===== config.mk =====
export PLATFORM = sky130hd
export DESIGN_NAME = gpio_bank
export DESIGN_NICKNAME = d
export VERILOG_FILES = /design/src/rtl/gpio_bank_pkg.sv /design/src/rtl/gpio_sync.sv /design/src/rtl/gpio_bank.sv
export SDC_FILE = /design/constraint.sdc
export NUM_CORES = 1
export LEC_CHECK = 0
export ABC_CLOCK_PERIOD_IN_PS = 3140
export CAP_MARGIN = 40
export CORE_MARGIN = 1.5
export CORE_UTILIZATION = 49
export DETAILED_ROUTE_END_ITERATION = 16
export PLACE_DENSITY = 0.87
export SLEW_MARGIN = 0
export SYNTH_ARGS = -nofsm -noshare
export SYNTH_HDL_FRONTEND = slang
export SYNTH_SLANG_ARGS = --single-unit

===== constraint.sdc =====
create_clock -name clk_i -period 3.14 [get_ports clk_i]
set_input_delay 0.628 -clock clk_i [delete_from_list [all_inputs] [get_ports clk_i]]
set_output_delay 0.628 -clock clk_i [all_outputs]
set_load 0.005 [all_outputs]

===== src/rtl/gpio_bank_pkg.sv =====
// Shared register map, reset values and helpers for the GPIO pad bank.
package gpio_bank_pkg;

    localparam logic [3:0] GPIO_ADR_IN      = 4'd0;
    localparam logic [3:0] GPIO_ADR_OUT     = 4'd1;
    localparam logic [3:0] GPIO_ADR_OE      = 4'd2;
    localparam logic [3:0] GPIO_ADR_CS      = 4'd3;
    localparam logic [3:0] GPIO_ADR_SL      = 4'd4;
    localparam logic [3:0] GPIO_ADR_IE      = 4'd5;
    localparam logic [3:0] GPIO_ADR_PU      = 4'd6;
    localparam logic [3:0] GPIO_ADR_PD      = 4'd7;
    localparam logic [3:0] GPIO_ADR_RISE_EN = 4'd8;
    localparam logic [3:0] GPIO_ADR_FALL_EN = 4'd9;
    localparam logic [3:0] GPIO_ADR_STATUS  = 4'd10;
    localparam logic [3:0] GPIO_ADR_OUT_SET = 4'd11;
    localparam logic [3:0] GPIO_ADR_OUT_CLR = 4'd12;

    localparam logic [31:0] GPIO_IE_RST = 32'hFFFF_FFFF;
    localparam logic [31:0] GPIO_SL_RST = 32'hFFFF_FFFF;

    typedef struct packed {
        logic [31:0] out;
        logic [31:0] oe;
        logic [31:0] cs;
        logic [31:0] sl;
        logic [31:0] ie;
        logic [31:0] pu;
        logic [31:0] pd;
    } gpio_cfg_t;

    function automatic logic [31:0] pad_mask(input int n);
        logic [31:0] m;
        m = '0;
        for (int i = 0; i < 32; i++) begin
            if (i < n) m[i] = 1'b1;
        end
        return m;
    endfunction

    function automatic logic [31:0] sel_mask(input logic [3:0] sel);
        return {{8{sel[3]}}, {8{sel[2]}}, {8{sel[1]}}, {8{sel[0]}}};
    endfunction

    function automatic logic [31:0] byte_merge(input logic [31:0] cur,
                                               input logic [31:0] mask,
                                               input logic [31:0] val);
        return (cur & ~mask) | (val & mask);
    endfunction

endpackage


===== src/rtl/gpio_sync.sv =====
// Multi-stage synchroniser bringing asynchronous pad inputs into clk_i.
module gpio_sync #(
    parameter int NUM_PADS    = 4,
    parameter int SYNC_STAGES = 2
) (
    input  logic                clk_i,
    input  logic                rst_in,
    input  logic [NUM_PADS-1:0] i_async,
    output logic [NUM_PADS-1:0] o_sync
);

    logic [SYNC_STAGES-1:0][NUM_PADS-1:0] r_chain;

    always_ff @(posedge clk_i) begin
        if (!rst_in) begin
            r_chain <= '0;
        end else begin
            r_chain <= {r_chain[SYNC_STAGES-2:0], i_async};
        end
    end

    assign o_sync = r_chain[SYNC_STAGES-1];

endmodule


===== src/rtl/gpio_bank.sv =====
// Wishbone-attached GPIO pad bank: pad configuration registers, input
// synchroniser, per-pad edge interrupts with W1C status and a level irq.
module gpio_bank
    import gpio_bank_pkg::*;
#(
    parameter int NUM_PADS    = 4,
    parameter int SYNC_STAGES = 2
) (
    input  logic                clk_i,
    input  logic                rst_in,
    input  logic                wb_cyc_i,
    input  logic                wb_stb_i,
    input  logic                wb_we_i,
    input  logic [3:0]          wb_adr_i,
    input  logic [31:0]         wb_dat_i,
    input  logic [3:0]          wb_sel_i,
    output logic [31:0]         wb_dat_o,
    output logic                wb_ack_o,
    input  logic [NUM_PADS-1:0] pad_in_i,
    output logic [NUM_PADS-1:0] pad_out_o,
    output logic [NUM_PADS-1:0] pad_oe_o,
    output logic [NUM_PADS-1:0] pad_cs_o,
    output logic [NUM_PADS-1:0] pad_sl_o,
    output logic [NUM_PADS-1:0] pad_ie_o,
    output logic [NUM_PADS-1:0] pad_pu_o,
    output logic [NUM_PADS-1:0] pad_pd_o,
    output logic                irq_o
);

    localparam logic [31:0] PAD_MASK = pad_mask(NUM_PADS);
    localparam gpio_cfg_t   CFG_RST  = '{
        out: '0, oe: '0, cs: '0,
        sl: GPIO_SL_RST & PAD_MASK,
        ie: GPIO_IE_RST & PAD_MASK,
        pu: '0, pd: '0
    };

    gpio_cfg_t           r_cfg;
    logic [31:0]         r_rise_en;
    logic [31:0]         r_fall_en;
    logic [31:0]         r_status;
    logic [NUM_PADS-1:0] r_prev;
    logic                r_ack;
    logic [31:0]         r_dat;
    logic                r_irq;

    logic [NUM_PADS-1:0] w_sync;
    logic                w_req;
    logic                w_wr;
    logic                w_rd;
    logic [31:0]         w_bmask;
    logic [31:0]         w_wdat;
    logic [31:0]         w_sync32;
    logic [31:0]         w_prev32;
    logic [31:0]         w_in;
    logic [31:0]         w_rise;
    logic [31:0]         w_fall;
    logic [31:0]         w_clr;
    logic [31:0]         w_rdata;
    gpio_cfg_t           w_cfg_nxt;
    logic [31:0]         w_rise_en_nxt;
    logic [31:0]         w_fall_en_nxt;

    gpio_sync #(
        .NUM_PADS   (NUM_PADS),
        .SYNC_STAGES(SYNC_STAGES)
    ) u_sync (
        .clk_i  (clk_i),
        .rst_in (rst_in),
        .i_async(pad_in_i),
        .o_sync (w_sync)
    );

    // A request is accepted only while ack is low, so each access takes two cycles.
    assign w_req    = wb_cyc_i & wb_stb_i & ~r_ack;
    assign w_wr     = w_req & wb_we_i;
    assign w_rd     = w_req & ~wb_we_i;
    assign w_bmask  = sel_mask(wb_sel_i) & PAD_MASK;
    assign w_wdat   = wb_dat_i & w_bmask;

    assign w_sync32 = 32'(w_sync);
    assign w_prev32 = 32'(r_prev);
    assign w_in     = w_sync32 & r_cfg.ie;
    assign w_rise   = w_sync32 & ~w_prev32 & r_rise_en & r_cfg.ie;
    assign w_fall   = ~w_sync32 & w_prev32 & r_fall_en & r_cfg.ie;

    always_comb begin
        w_cfg_nxt     = r_cfg;
        w_rise_en_nxt = r_rise_en;
        w_fall_en_nxt = r_fall_en;
        w_clr         = '0;
        if (w_wr) begin
            case (wb_adr_i)
                GPIO_ADR_OUT:     w_cfg_nxt.out = byte_merge(r_cfg.out, w_bmask, wb_dat_i);
                GPIO_ADR_OE:      w_cfg_nxt.oe  = byte_merge(r_cfg.oe,  w_bmask, wb_dat_i);
                GPIO_ADR_CS:      w_cfg_nxt.cs  = byte_merge(r_cfg.cs,  w_bmask, wb_dat_i);
                GPIO_ADR_SL:      w_cfg_nxt.sl  = byte_merge(r_cfg.sl,  w_bmask, wb_dat_i);
                GPIO_ADR_IE:      w_cfg_nxt.ie  = byte_merge(r_cfg.ie,  w_bmask, wb_dat_i);
                GPIO_ADR_PU:      w_cfg_nxt.pu  = byte_merge(r_cfg.pu,  w_bmask, wb_dat_i);
                GPIO_ADR_PD:      w_cfg_nxt.pd  = byte_merge(r_cfg.pd,  w_bmask, wb_dat_i);
                GPIO_ADR_RISE_EN: w_rise_en_nxt = byte_merge(r_rise_en, w_bmask, wb_dat_i);
                GPIO_ADR_FALL_EN: w_fall_en_nxt = byte_merge(r_fall_en, w_bmask, wb_dat_i);
                GPIO_ADR_STATUS:  w_clr         = w_wdat;
                GPIO_ADR_OUT_SET: w_cfg_nxt.out = r_cfg.out | w_wdat;
                GPIO_ADR_OUT_CLR: w_cfg_nxt.out = r_cfg.out & ~w_wdat;
                default:          w_clr         = '0;
            endcase
        end
    end

    always_comb begin
        w_rdata = '0;
        case (wb_adr_i)
            GPIO_ADR_IN:      w_rdata = w_in;
            GPIO_ADR_OUT:     w_rdata = r_cfg.out;
            GPIO_ADR_OE:      w_rdata = r_cfg.oe;
            GPIO_ADR_CS:      w_rdata = r_cfg.cs;
            GPIO_ADR_SL:      w_rdata = r_cfg.sl;
            GPIO_ADR_IE:      w_rdata = r_cfg.ie;
            GPIO_ADR_PU:      w_rdata = r_cfg.pu;
            GPIO_ADR_PD:      w_rdata = r_cfg.pd;
            GPIO_ADR_RISE_EN: w_rdata = r_rise_en;
            GPIO_ADR_FALL_EN: w_rdata = r_fall_en;
            GPIO_ADR_STATUS:  w_rdata = r_status;
            default:          w_rdata = '0;
        endcase
    end

    always_ff @(posedge clk_i) begin
        if (!rst_in) begin
            r_cfg     <= CFG_RST;
            r_rise_en <= '0;
            r_fall_en <= '0;
            r_status  <= '0;
            r_prev    <= '0;
            r_ack     <= 1'b0;
            r_dat     <= '0;
            r_irq     <= 1'b0;
        end else begin
            r_cfg     <= w_cfg_nxt;
            r_rise_en <= w_rise_en_nxt;
            r_fall_en <= w_fall_en_nxt;
            // New edge events override a same-cycle W1C of the same bit.
            r_status  <= (r_status & ~w_clr) | w_rise | w_fall;
            r_prev    <= w_sync;
            r_ack     <= w_req;
            r_dat     <= w_rd ? w_rdata : '0;
            r_irq     <= |r_status;
        end
    end

    assign wb_ack_o  = r_ack;
    assign wb_dat_o  = r_dat;
    assign irq_o     = r_irq;
    assign pad_out_o = r_cfg.out[NUM_PADS-1:0];
    assign pad_oe_o  = r_cfg.oe[NUM_PADS-1:0];
    assign pad_cs_o  = r_cfg.cs[NUM_PADS-1:0];
    assign pad_sl_o  = r_cfg.sl[NUM_PADS-1:0];
    assign pad_ie_o  = r_cfg.ie[NUM_PADS-1:0];
    assign pad_pu_o  = r_cfg.pu[NUM_PADS-1:0];
    assign pad_pd_o  = r_cfg.pd[NUM_PADS-1:0];

endmodule


After elaboration in Yosys (flattened, before gate mapping)
Index checks and enable logic that the tools add are counted.
{ "op_classes": {"n_eq_ne": 12, "mux": 4, "bitwise_logic": 42, "reduce_logical": 13} }
{ "op_table": {"columns": ["cell", "count"], "rows": [
  ["bitwise AND 32 bit", 15],
  ["bitwise OR 32 bit", 12],
  ["case mux 32 bit (11 select lines)", 1],
  ["NOT 4 -> 32 bit", 3],
  ["case mux 32 bit (3 select lines)", 1],
  ["bitwise AND 32 x 4 -> 32 bit", 2],
  ["bitwise AND 4 x 32 -> 32 bit", 2],
  ["two-way mux 32 bit", 2],
  ["NOT 32 bit", 2],
  ["OR reduction 32 bit", 1],
  ["== test 4 bit, second input constant", 5],
  ["AND reduction 2 bit", 10],
  ["== test 4 x 3 -> 1 bit, second input constant", 4],
  ["== test 4 x 2 -> 1 bit, second input constant", 2],
  ["bitwise AND 1 bit", 4],
  ["== test 4 x 1 -> 1 bit, second input constant", 1],
  ["logical NOT 4 bit", 1],
  ["nonzero test 3 bit", 1],
  ["NOT 1 bit", 2]
]} }
{ "totals": {"register_bits": 366, "in_bits": 49, "out_inout_bits": 62, "word_cells": 87} }

Logic depth before layout (Yosys ltp)
{ "logic_depth": {"ltp_word": 8, "mapped_depth": 6, "depth_no_buf": 4} }

By module
Synthesis repeated with hierarchy kept, for this count alone.
{ "hier_totals": {"cells_unflattened": 330, "hier_area_um2": 3030.4} }
{ "by_module_without_submodules": {"columns": ["mod", "n_inst", "cells_per_inst", "area_each_um2", "seq_area_each_um2"], "rows": [
  ["gpio_bank", 1, 310, 2790.2, 1001.0],
  ["gpio_sync", 1, 20, 240.2, 160.2]
]} }

Worst setup path before layout
Ideal clock, no wire load.
{ "synth_timing": {"kind": "in2reg", "from": "input port wb_adr_i[2]", "to": "register r_cfg, in the netlist pad_out_o[0]", "setup_time_ns": 0.122, "arrival_ns": 1.791, "setup_slack_ns": 1.227, "cell_stages": 5, "path_buffers": 1, "path_cell_list": "buf_2 nand2b_1 o41ai_4 a31oi_2 a221o_1"} }
{ "synth_via": {"elab_chain_len": 3, "word_cells_on_any_way": 6, "classes_between": "eq/ne: 3; mux: 1; reduce/logical: 2"} }
{ "synth_lines": {"columns": ["element", "line", "text"], "rows": [
  ["start, declared", "gpio_bank.sv:14", "input logic [3:0] wb_adr_i,"],
  ["== test 4 x 1 -> 1 bit or == test 4 bit (tied branches)", "gpio_bank.sv:93", "case (wb_adr_i)"],
  ["nonzero test 3 bit (no source line)", null, null],
  ["AND reduction 2 bit (no source line)", null, null],
  ["end signal, assigned", "gpio_bank.sv:140", "r_cfg <= w_cfg_nxt;"],
  ["end, declared", "gpio_bank.sv:38", "gpio_cfg_t r_cfg;"]
]} }
Several ways; a longest one is shown, not always the timed one.
A chain may end at the register's enable or synchronous reset.

Worst setup path in the final report
{ "layout_timing": {"from": "input port wb_adr_i[0]", "to": "register r_dat[0] (netlist: wb_dat_o[0])"} }
{ "layout_via": {"elab_chain_len": 2, "word_cells_on_any_way": 12, "classes_between": "eq/ne: 10; mux: 1; reduce/logical: 1"} }
{ "layout_lines": {"columns": ["element", "line", "text"], "rows": [
  ["== test 4 bit, or another cell as far along", "gpio_bank.sv:113", "case (wb_adr_i)"],
  ["case mux 32 bit (11 select lines) *", "gpio_bank.sv:113", null],
  ["end signal, assigned", "gpio_bank.sv:147", "r_dat <= w_rd ? w_rdata : '0;"],
  ["end, declared", "gpio_bank.sv:44", "logic [31:0] r_dat;"]
]} }
Every way passes the cells marked *; elsewhere a longest branch is shown, timed or not.

==> results.yml <==
power:
  combPwrFrac: 0.096
  p_sw_frac: 0.253
  power_density_mw_per_mm2: 416
  power_leakage_uw: 0.00137
  peakVddDrop_mv: 0.378
  p_int_uw: 1160
  clock_power_share: 0.422
  power.switching_uw: 393
  power_frac_seq: 0.482
synthesis:
  synth_area_mm2: 0.00309
  synth-main-ff-cell: "dfxtp_1"
  yosys-top-cells-area: "dfxtp_1, mux2i_1, buf_4"
  synth_edf_count: 0
  syn_area_per_cell_um2: 9.57
  synth.yosys.seq_area_share: 0.376
  yosys.area.top_type: "dfxtp_1"
  yosys.cell_types.count: 47
  synthArstFlopShare: 0
  syn_inst: 323
  synth.top_cell.area_share: 0.376
  yosys_warnings: 0
  ys_seq_elements: 58
placement:
  gp_congestion: 0.923
  dpl-instance-area_mm2: 0.00354
  dp_hpwl_mm: 5.28
  place.port_buffers: 51
die:
  rows: 28
  initial_core_util: 0.516
  die-area_mm2: 0.00680
  die_x_um: 82.4
  die_y_um: 82.4
  io_pins: 111
  core_area_mm2: 0.00599
routing:
  first_iter_violations: 129
  ant_nets: 0
  firstDrtPassIters: 4
  vias: 2453
  drt_wl_total_mm: 7.23
  routed_via_density: 5.44
  route.detailed.drc: 0
  wire_per_inst_um: 16.0
min_path:
  holdCritPathClass: "flip-flop to flip-flop"
timing:
  hold_violations: 0
  period_needed_ps: 2360
  max_slew_margin: 0.603
  drv_slew: 0
  rsz0062_at_grt: "no"
  tightest_slew_ps: 594
  setup-tns-final_ps: 0
  finalSetupViolations: 0
  fin_crit_sh: 0.750
  max_freq_mhz: 425
  skew_ps: 7.23
clock_tree:
  clockRootBuffer: "clkbuf_8"
  cts_tree: "done"
  post_cts_resized: 0
  post_cts_buffers: 0
  cts_buffers: 9
  clkSinkCount: 58
  htree_levels: 3
  clk_latency_ps: 350
  ctsHoldBuffers: 0
  clkTransAtPathRegs_ps: 70
  clock_path_buffers: 2
finish:
  final_common_cell: "dfxtp_1"
  antennaDiodeCount: 0
  mostFrequentLayoutCells: "dfxtp_1, clkdlybuf4s50_1, mux2i_1, nor2_1, conb_1"
  layout-drive-gt1-share: 0.104
  syn_to_final_growth_pct: 20.6
  n_fill_cell: 501
  final_area_mm2: 0.00373
  nets: 420
outcome:
  status: "finished clean"
setup_path:
  cp.required_ps: 3420
  critical_path.endpoint_type: "flip-flop"
  crit_type: "input pin to flip-flop"
  cp_data_arrival_time_ps: 2630
  critPathLaunchType: "input pin"
  critPathMaxFanout: 14
grt:
  antenna_found_initial: 0
  grt_max_degree: 30
  grt.total_usage: 0.230
  grt_pass1_wl_mm: 11.3
  grt_overflow: 0
  grt_pass1_vias: 2245
job:
  cap_violations: 0
==> cell usage after synthesis, types with 3 or more instances <==
cell      count
mux2i_1      33
inv_1         7
and2_1       12
buf_4        29
nand3_1       7
nand3b_1      7
nand2_1      20
a311oi_1      3
nor3_1        5
nand2b_1      5
a31oi_1       4
nor2_1       29
a221o_1       4
a22oi_1       5
mux2_1        6
nor2b_1       9
buf_2         7
dfxtp_1      58
nor4bb_1      3
nor4_4        8
o21ai_0       4
or2_1         3
a21oi_1      11
o31a_1        4
and3b_1       3
clkbuf_1     12
==> worst max-delay path, stage by stage <==
cell and delay [ps]:
clkdlybuf4s50_1 710, nand2_2 340, nand2b_1 100, a2111oi_2 580, o31a_1 270
==> final cells by class <==
type | instances | area, µm² | area share
Sequential cell | 58 | 1160 | 0.311
Multi-Input combinational cell | 235 | 1690 | 0.452
Timing Repair Buffer | 60 | 578 | 0.155
Clock buffer | 10 | 128 | 0.0342
Clock inverter | 6 | 57.6 | 0.0154
Tap cell | 75 | 93.8 | 0.0252
Inverter | 7 | 26.3 | 0.00704
==> per-stage QoR <==
stage / hold WS (ps) / power, µW / setup WS (ps) / utilization / instances
CTS: 430 / 1570 / 798 / 0.623 / 451
global route: 445 / 1610 / 671 / 0.623 / 451
global placement: 416 / 909 / 451 / 0.592 / 435
floorplan: 412 / 889 / 1230 / - / 350
finish: 426 / 1550 / 785 / 0.623 / 451
detailed placement: 419 / 912 / 432 / 0.592 / 435
==> cells by family (layout without fill, tap and decap cells) <==
| kind of cell | after synthesis | count (layout) | synth area share |
|---|---|---|---|
| AO/OA/AOI/OAI | 47 | 47 | 0.119 |
| other | 1 | 28 | 0.00121 |
| multiplexers | 40 | 40 | 0.136 |
| buffers and inverters | 57 | 83 | 0.112 |
| flip-flops | 58 | 58 | 0.376 |
| XOR/XNOR | 1 | 1 | 0.00283 |
| AND/OR/NAND/NOR | 119 | 119 | 0.254 |
==> routing by layer <==
metal,global-route usage,routed length (µm),up-vias,part of all wire
met1,0.283,3120,1184,0.43
met5,0,0,-,0
li1,-,-,1176,-
met3,0.0659,402,10,0.056
met4,0.0763,109,0,0.015
met2,0.385,3600,83,0.50
==> power groups by stage <==
stage | registers (µW) | clock network (µW) | logic (µW)
after CTS | 748 | 671 | 148
after global placement | 764 | 0 | 145
after floorplan | 763 | 0 | 126
after detailed placement | 765 | 0 | 147
final | 748 | 655 | 148
after global routing | 749 | 698 | 163
==> final timing paths <==
kind / from / end / slack, ps / depth (start not counted)
worst max register to register: wb_ack_o / flip-flop / 1400 / 4
worst max-delay path: wb_adr_i[0] / wb_dat_o[0] / 780 / 5
worst min-delay path: u_sync.r_chain[2] / u_sync.o_sync[2] / 430 / 1
worst min register to register: u_sync.r_chain[2] / u_sync.o_sync[2] / 430 / 1
(Power assumes the default switching activity.)
